<file path="config.mk">
export PLATFORM = sky130hd
export DESIGN_NAME = nibble_serial_add_ctrl
export DESIGN_NICKNAME = d
export VERILOG_FILES = /design/src/rtl/nibble_serial_add_ctrl.sv
export SDC_FILE = /design/constraint.sdc
export NUM_CORES = 1
export LEC_CHECK = 0
export CAP_MARGIN = 25
export CELL_PAD_IN_SITES_DETAIL_PLACEMENT = 0
export CELL_PAD_IN_SITES_GLOBAL_PLACEMENT = 1
export CORE_MARGIN = 5
export CORE_UTILIZATION = 35
export CTS_CLUSTER_DIAMETER = 60
export DETAILED_ROUTE_END_ITERATION = 6
export PLACE_DENSITY_LB_ADDON = 0.1
export SYNTH_ARGS = -nofsm -noshare
export SYNTH_HDL_FRONTEND = slang
export SYNTH_SLANG_ARGS = --single-unit
</file>
<file path="constraint.sdc">
create_clock -name clk -period 1.9 [get_ports clk]
set_input_delay 0.38 -clock clk [delete_from_list [all_inputs] [get_ports clk]]
set_output_delay 0.38 -clock clk [all_outputs]
set_load 0.02 [all_outputs]
</file>
<file path="src/rtl/nibble_serial_add_ctrl.sv">
// Sequencer for a WIDTH-bit add/subtract built from one 4-bit ripple slice,
// processing one nibble per clock, LSB nibble first, carry registered between.
module nibble_serial_add_ctrl #(
  parameter int WIDTH = 16
) (
  input  logic             clk,
  input  logic             rst_n,
  input  logic             start,
  input  logic             sub,
  input  logic [WIDTH-1:0] a,
  input  logic [WIDTH-1:0] b,
  input  logic             cin,
  output logic             busy,
  output logic             done,
  output logic [WIDTH-1:0] sum,
  output logic             cout,
  output logic             ovf
);

  localparam int N     = WIDTH / 4;
  localparam int IDX_W = (N > 1) ? $clog2(N) : 1;
  localparam logic [IDX_W-1:0] IDX_LAST = IDX_W'(N - 1);

  typedef enum logic [1:0] {
    IDLE = 2'd0,
    RUN  = 2'd1,
    DONE = 2'd2
  } state_t;

  state_t           state_r, state_s;
  logic [WIDTH-1:0] a_r, a_s;
  logic [WIDTH-1:0] b_r, b_s;
  logic             carry_r, carry_s;
  logic [IDX_W-1:0] idx_r, idx_s;
  logic [WIDTH-1:0] sum_r, sum_s;
  logic             cout_r, cout_s;
  logic             ovf_r, ovf_s;
  logic             busy_r, busy_s;
  logic             done_r, done_s;
  logic [4:0]       slice_s;
  logic [IDX_W+1:0] sh_s;
  logic [WIDTH-1:0] sum_nib_s;

  function automatic logic [4:0] slice_add(input logic [3:0] x, input logic [3:0] y,
                                           input logic c);
    slice_add = {1'b0, x} + {1'b0, y} + {4'b0000, c};
  endfunction

  // Operands shift right each step, so the active nibble is always [3:0]
  // and on the last step bit 3 is the operand MSB used for overflow.
  always_comb begin
    state_s   = state_r;
    a_s       = a_r;
    b_s       = b_r;
    carry_s   = carry_r;
    idx_s     = idx_r;
    sum_s     = sum_r;
    cout_s    = cout_r;
    ovf_s     = ovf_r;
    busy_s    = busy_r;
    done_s    = 1'b0;
    slice_s   = slice_add(a_r[3:0], b_r[3:0], carry_r);
    sh_s      = {idx_r, 2'b00};
    sum_nib_s = WIDTH'(slice_s[3:0]) << sh_s;
    case (state_r)
      IDLE: begin
        if (start) begin
          a_s     = a;
          b_s     = sub ? ~b : b;
          carry_s = sub ? 1'b1 : cin;
          idx_s   = '0;
          sum_s   = '0;
          busy_s  = 1'b1;
          state_s = RUN;
        end else begin
          state_s = IDLE;
        end
      end
      RUN: begin
        a_s     = a_r >> 4;
        b_s     = b_r >> 4;
        carry_s = slice_s[4];
        sum_s   = sum_r | sum_nib_s;
        idx_s   = idx_r + 1'b1;
        if (idx_r == IDX_LAST) begin
          cout_s  = slice_s[4];
          ovf_s   = (a_r[3] == b_r[3]) && (slice_s[3] != a_r[3]);
          done_s  = 1'b1;
          state_s = DONE;
        end else begin
          state_s = RUN;
        end
      end
      DONE: begin
        busy_s  = 1'b0;
        state_s = IDLE;
      end
      default: begin
        busy_s  = 1'b0;
        state_s = IDLE;
      end
    endcase
  end

  // State and datapath registers with synchronous active-low reset.
  always_ff @(posedge clk) begin
    if (!rst_n) begin
      state_r <= IDLE;
      a_r     <= '0;
      b_r     <= '0;
      carry_r <= 1'b0;
      idx_r   <= '0;
      sum_r   <= '0;
      cout_r  <= 1'b0;
      ovf_r   <= 1'b0;
      busy_r  <= 1'b0;
      done_r  <= 1'b0;
    end else begin
      state_r <= state_s;
      a_r     <= a_s;
      b_r     <= b_s;
      carry_r <= carry_s;
      idx_r   <= idx_s;
      sum_r   <= sum_s;
      cout_r  <= cout_s;
      ovf_r   <= ovf_s;
      busy_r  <= busy_s;
      done_r  <= done_s;
    end
  end

  assign busy = busy_r;
  assign done = done_r;
  assign sum  = sum_r;
  assign cout = cout_r;
  assign ovf  = ovf_r;

endmodule

</file>
# Yosys cells after proc, flatten, opt, wreduce, memory -nomap -nowiden

Cells that the tools add are included.
W data, S select, Z words.

$add $sub $neg: 3
Eq/ne operators: 5
Shift operators: 1
Mux-type cells: 18
Bitwise operators: 3
Reductions and logical operators: 7

Operator list:

| cell                  | number |
|---|---|
| $pmux W16 S2          | 3 |
| $mux W16              | 4 |
| $not A16 Y16          | 1 |
| $or A16 B16 Y16       | 1 |
| $shl A4 B4 Y16        | 1 |
| $pmux W2 S2           | 2 |
| $reduce_and A2 Y1     | 4 |
| $add A4 B4 Y5         | 1 |
| $add A5 B1 Y5         | 1 |
| $mux W1               | 5 |
| $mux W2               | 2 |
| $pmux W1 S2           | 2 |
| $add A2 B1 Y2 const B | 1 |
| $eq A2 B1 Y1 const B  | 1 |
| $eq A2 B2 Y1 const B  | 1 |
| $logic_not A2 Y1      | 1 |
| $ne A2 B2 Y1 const B  | 1 |
| $reduce_bool A2 Y1    | 1 |
| $eq A1 B1 Y1          | 1 |
| $logic_and A1 B1 Y1   | 1 |
| $ne A1 B1 Y1          | 1 |
| $not A1 Y1            | 1 |

Register bits: 57
Bits of input ports: 37
Logic and storage cells: 47

# Logic depth before layout (Yosys ltp)

Depth in word-level cells: 5
Mapped depth: 6

# Least setup slack after synthesis

No wires, ideal clock.

Kind: register to register
Start point: register a_r[0]
End point: register carry_r
Data arrival time: 1.650 ns
Data required time: 1.767 ns
Setup slack: 0.117 ns
Cell stages (with the launch flop): 7
Buffers on the path: 0
Clock period less this slack: 1.783 ns
Cell sequence: dfxtp_1 fa_1 fa_1 a21o_1 a21oi_1 nand2b_1 a31oi_1

Word-level cells in the longest chain between the ends: 3

Ends and longest elaborated chain:

| what                   | line | text |
|---|---|---|
| start, declared        | 31   | `logic [WIDTH-1:0] a_r, a_s;` |
| start signal, assigned | 120  | `a_r <= a_s;` |
| $add A4 B4 Y5          | 46   | `slice_add = {1'b0, x} + {1'b0, y} + {4'b0000, c};` |
| $add A5 B1 Y5          | 46   |  |
| $pmux W1 S2            | 65   | `case (state_r)` |
| end signal, assigned   | 122  | `carry_r <= carry_s;` |
| end, declared          | 33   | `logic carry_r, carry_s;` |

Every way passes these cells.
A chain may end at the register's enable or synchronous reset.

# Worst setup path in the final report

Ends and elaborated chain as after synthesis.

==> results.tsv <==
stage	metric	value	unit
run_status	status	finished, final reports clean	
cells_and_area	post-layout util	0.494	
floorplan	full die area	8730	um2
clocking	CTS max path bufs	2	
timing	fmax	0.562	GHz
critical_path	crit path capture type	flip-flop	
critical_path	CP arrival	1.98	ns
job	max_cap viols	0	
synthesis	number of synthesized register bits	57	
drt	Met1 Routed Length	2.80	mm
drt	met2 WL	2.67	mm
drt	via count	2101	
timing	total negative slack	0	ns
critical_path	Worst Path Max Fanout	2	
timing	Setup Skew	0.00665	ns
global_routing	global-route wire length before repair	9.80	mm
drt	met3 routed wirelength	296	um
floorplan	Initial Util	0.359	
drt	Routed Antenna Nets	0	
floorplan	Chip Width	93.4	um
clocking	clk sinks	57	
synthesis	EDFF count, synth	0	
power_and_ir_drop	leak pwr	1.30	nW
clocking	worst skew pair latency	0.33	ns
synthesis	most numerous cell in the Yosys netlist	nor2_1	
synthesis	Commonest cells post-synth	nor2_1, dfxtp_1, nand2_1	
clocking	CTS tree	yes	
clocking	htree depth	3	
global_routing	vias in the first global route	2064	
synthesis	largest cells by area after synthesis	dfxtp_1, nor2_1, xor2_1	
synthesis	Syn Inst Count	281	
synthesis	Yosys warnings	0	
drt	Pre-antenna DRT Iters	4	
clocking	CTS buffer count	9	
drt	Max Used Layer	met4	
timing	period utilization	0.937	
floorplan	die span in y	93.4	um
power_and_ir_drop	Max VDD drop	0.000332	V
placement	I/O Buffers	56	
synthesis	Synth Net Count	324	
synthesis	Yosys top cell area share	0.468	
synthesis	Async SR Flop Fraction	0	
critical_path	Req. time, crit path	2.10	ns
power_and_ir_drop	power per cell area	840	nW/um2
timing	final setup fails	0	
worst_hold_path	Worst Hold Class	reg2reg	
clocking	Post-CTS Hold Fix Bufs	0	
clocking	post-CTS setup buffer count	0	
synthesis	Yosys cell types	31	
worst_hold_path	Hold Startpoint	sum[7]$_SDFFE_PN0P_	
cells_and_area	area delta synth->final	37.9	%
synthesis	sequential share of the synthesized area	0.468	
cells_and_area	nets	384	
critical_path	critical path class	reg2reg	
floorplan	row cnt	30	
drt	vias per cell	4.76	
timing	Slew Limit Fails	0	
synthesis	Cell Area, Synth	2440	um2
timing	Hold Fails Final Rpt	0	
timing	Worst Tran Pin Value	0.498	ns
timing	fin crit period	1.78	ns
placement	Placer Congestion	0.797	
critical_path	RR Startpoint	a_r[0]$_SDFFE_PN0P_	
synthesis	Most used DFF post-synth	dfxtp_1	
global_routing	pin count of the biggest net entering global routing	29	
drt	total wire length	5.88	mm
critical_path	CP Launch Type	flip-flop	
global_routing	initial antenna violation count	0	
timing	slew margin rel.	0.665	
drt	wire per inst	13.3	um
timing	RSZ-0062 raised after global routing	no	
clocking	Worst-path clk slew	0.07	ns
floorplan	Core Region	6790	um2
synthesis	Synth area leader	dfxtp_1	
placement	hpwl dp	4.21	mm
drt	DRT iter0 DRCs	114	
global_routing	total grt overflow	0	
cells_and_area	diodes inserted	0	
drt	# DRC	0	
clocking	root buffer cell	clkbuf_8	
global_routing	GRT Util Overall	0.143	
cells_and_area	share of layout cells above drive strength 1	0.101	
floorplan	I/O pins	57	
critical_path	Critical Path Start	a_r[0]$_SDFFE_PN0P_	
synthesis	mean post-synth cell area	8.67	um2
timing repair:
item,in CTS,in global routing
resized for setup,1,5
cloned,0,0
endpoints found under the setup margin,1,5
state kept, by name, summed over array words and instances, names as in the netlist:
name     count
ovf          1
b_r         16
cout         1
busy         1
state_r      2
idx_r        2
done         1
carry_r      1
a_r         16
sum         16
through the flow:
step / worst slack, ns / hold slack, ns / cells / cell area (um2) / power (W)
floorplan: 0.117 / 0.441 / 281 / 2440 / 0.00161
global placement: 0.0406 / 0.431 / 426 / 3160 / 0.00181
detailed placement: 0.0134 / 0.435 / 426 / 3160 / 0.00181
CTS: 0.0545 / 0.444 / 441 / 3340 / 0.00284
global route: 0.0467 / 0.468 / 441 / 3360 / 0.00296
finish: 0.120 / 0.440 / 441 / 3360 / 0.00282
layout by cell type, fill, tap and decap left out:
cell type	count
a211oi_1	2
a21o_1	2
a21oi_1	4
a21oi_2	1
a22oi_1	17
a311oi_1	13
a31oi_1	1
a32oi_1	4
and2_1	1
and3_1	1
buf_12	2
buf_4	11
clkbuf_8	12
clkdlybuf4s50_1	56
clkinv_2	3
dfxtp_1	57
fa_2	2
ha_1	4
inv_1	5
nand2_1	30
nand2b_1	3
nand3_1	4
nand3b_1	1
nor2_1	63
nor2_2	1
nor2_4	1
nor2b_1	1
nor3_1	5
o21ai_0	4
o221ai_1	12
o41ai_1	1
or2_2	1
or3b_1	1
xnor2_2	1
xor2_1	18
layer usage:
metal,vias to the layer above,track usage
met2,54,0.220
met1,930,0.184
met5,-,0
met3,10,0.0330
met4,0,0.0769
li1,1107,-
critical path, stage by stage, from the launching register on:
cell and delay [ns]:
dfxtp_1 0.33, fa_2 0.41, fa_2 0.38, a21o_1 0.20
a21oi_2 0.14, nand2b_1 0.12, a31oi_1 0.08
cell families (layout without fill, tap and decap cells):
family	Yosys count	in the layout	share of synthesized area
DFF	57	57	0.468
xor gates and xnor gates	19	19	0.0683
adders and majority gates	6	6	0.0370
AOI/OAI and AO/OA	61	61	0.194
and+or+nand+nor	113	113	0.191
buffers and inverters	25	89	0.0421
layout make-up:
cell class / instances / area (um2)
fillers: 715 / 3430
multi-input cells: 199 / 1220
flip-flops and latches: 57 / 1140
repair buffers: 69 / 683
clock buffers: 12 / 165
well taps: 96 / 120
inverters: 5 / 18.8
clock inverters: 3 / 15.0
worst paths after layout:
kind / to / slack (ns) / cells past startpoint
worst min register to register: sum[7]$_SDFFE_PN0P_ / 0.44 / 2
worst max-delay path: carry_r$_SDFFE_PN0P_ / 0.12 / 6
worst max register to register: carry_r$_SDFFE_PN0P_ / 0.12 / 6
worst min-delay path: sum[7]$_SDFFE_PN0P_ / 0.44 / 2
where the power goes:
part / switching (W) / internal (W) / leakage (nW)
sequential: 0.0000499 / 0.00127 / 0.468
clock: 0.000465 / 0.000566 / 0.0980
combinational: 0.000239 / 0.000234 / 0.737
No activity file was read; power rests on OpenSTA's default activity.
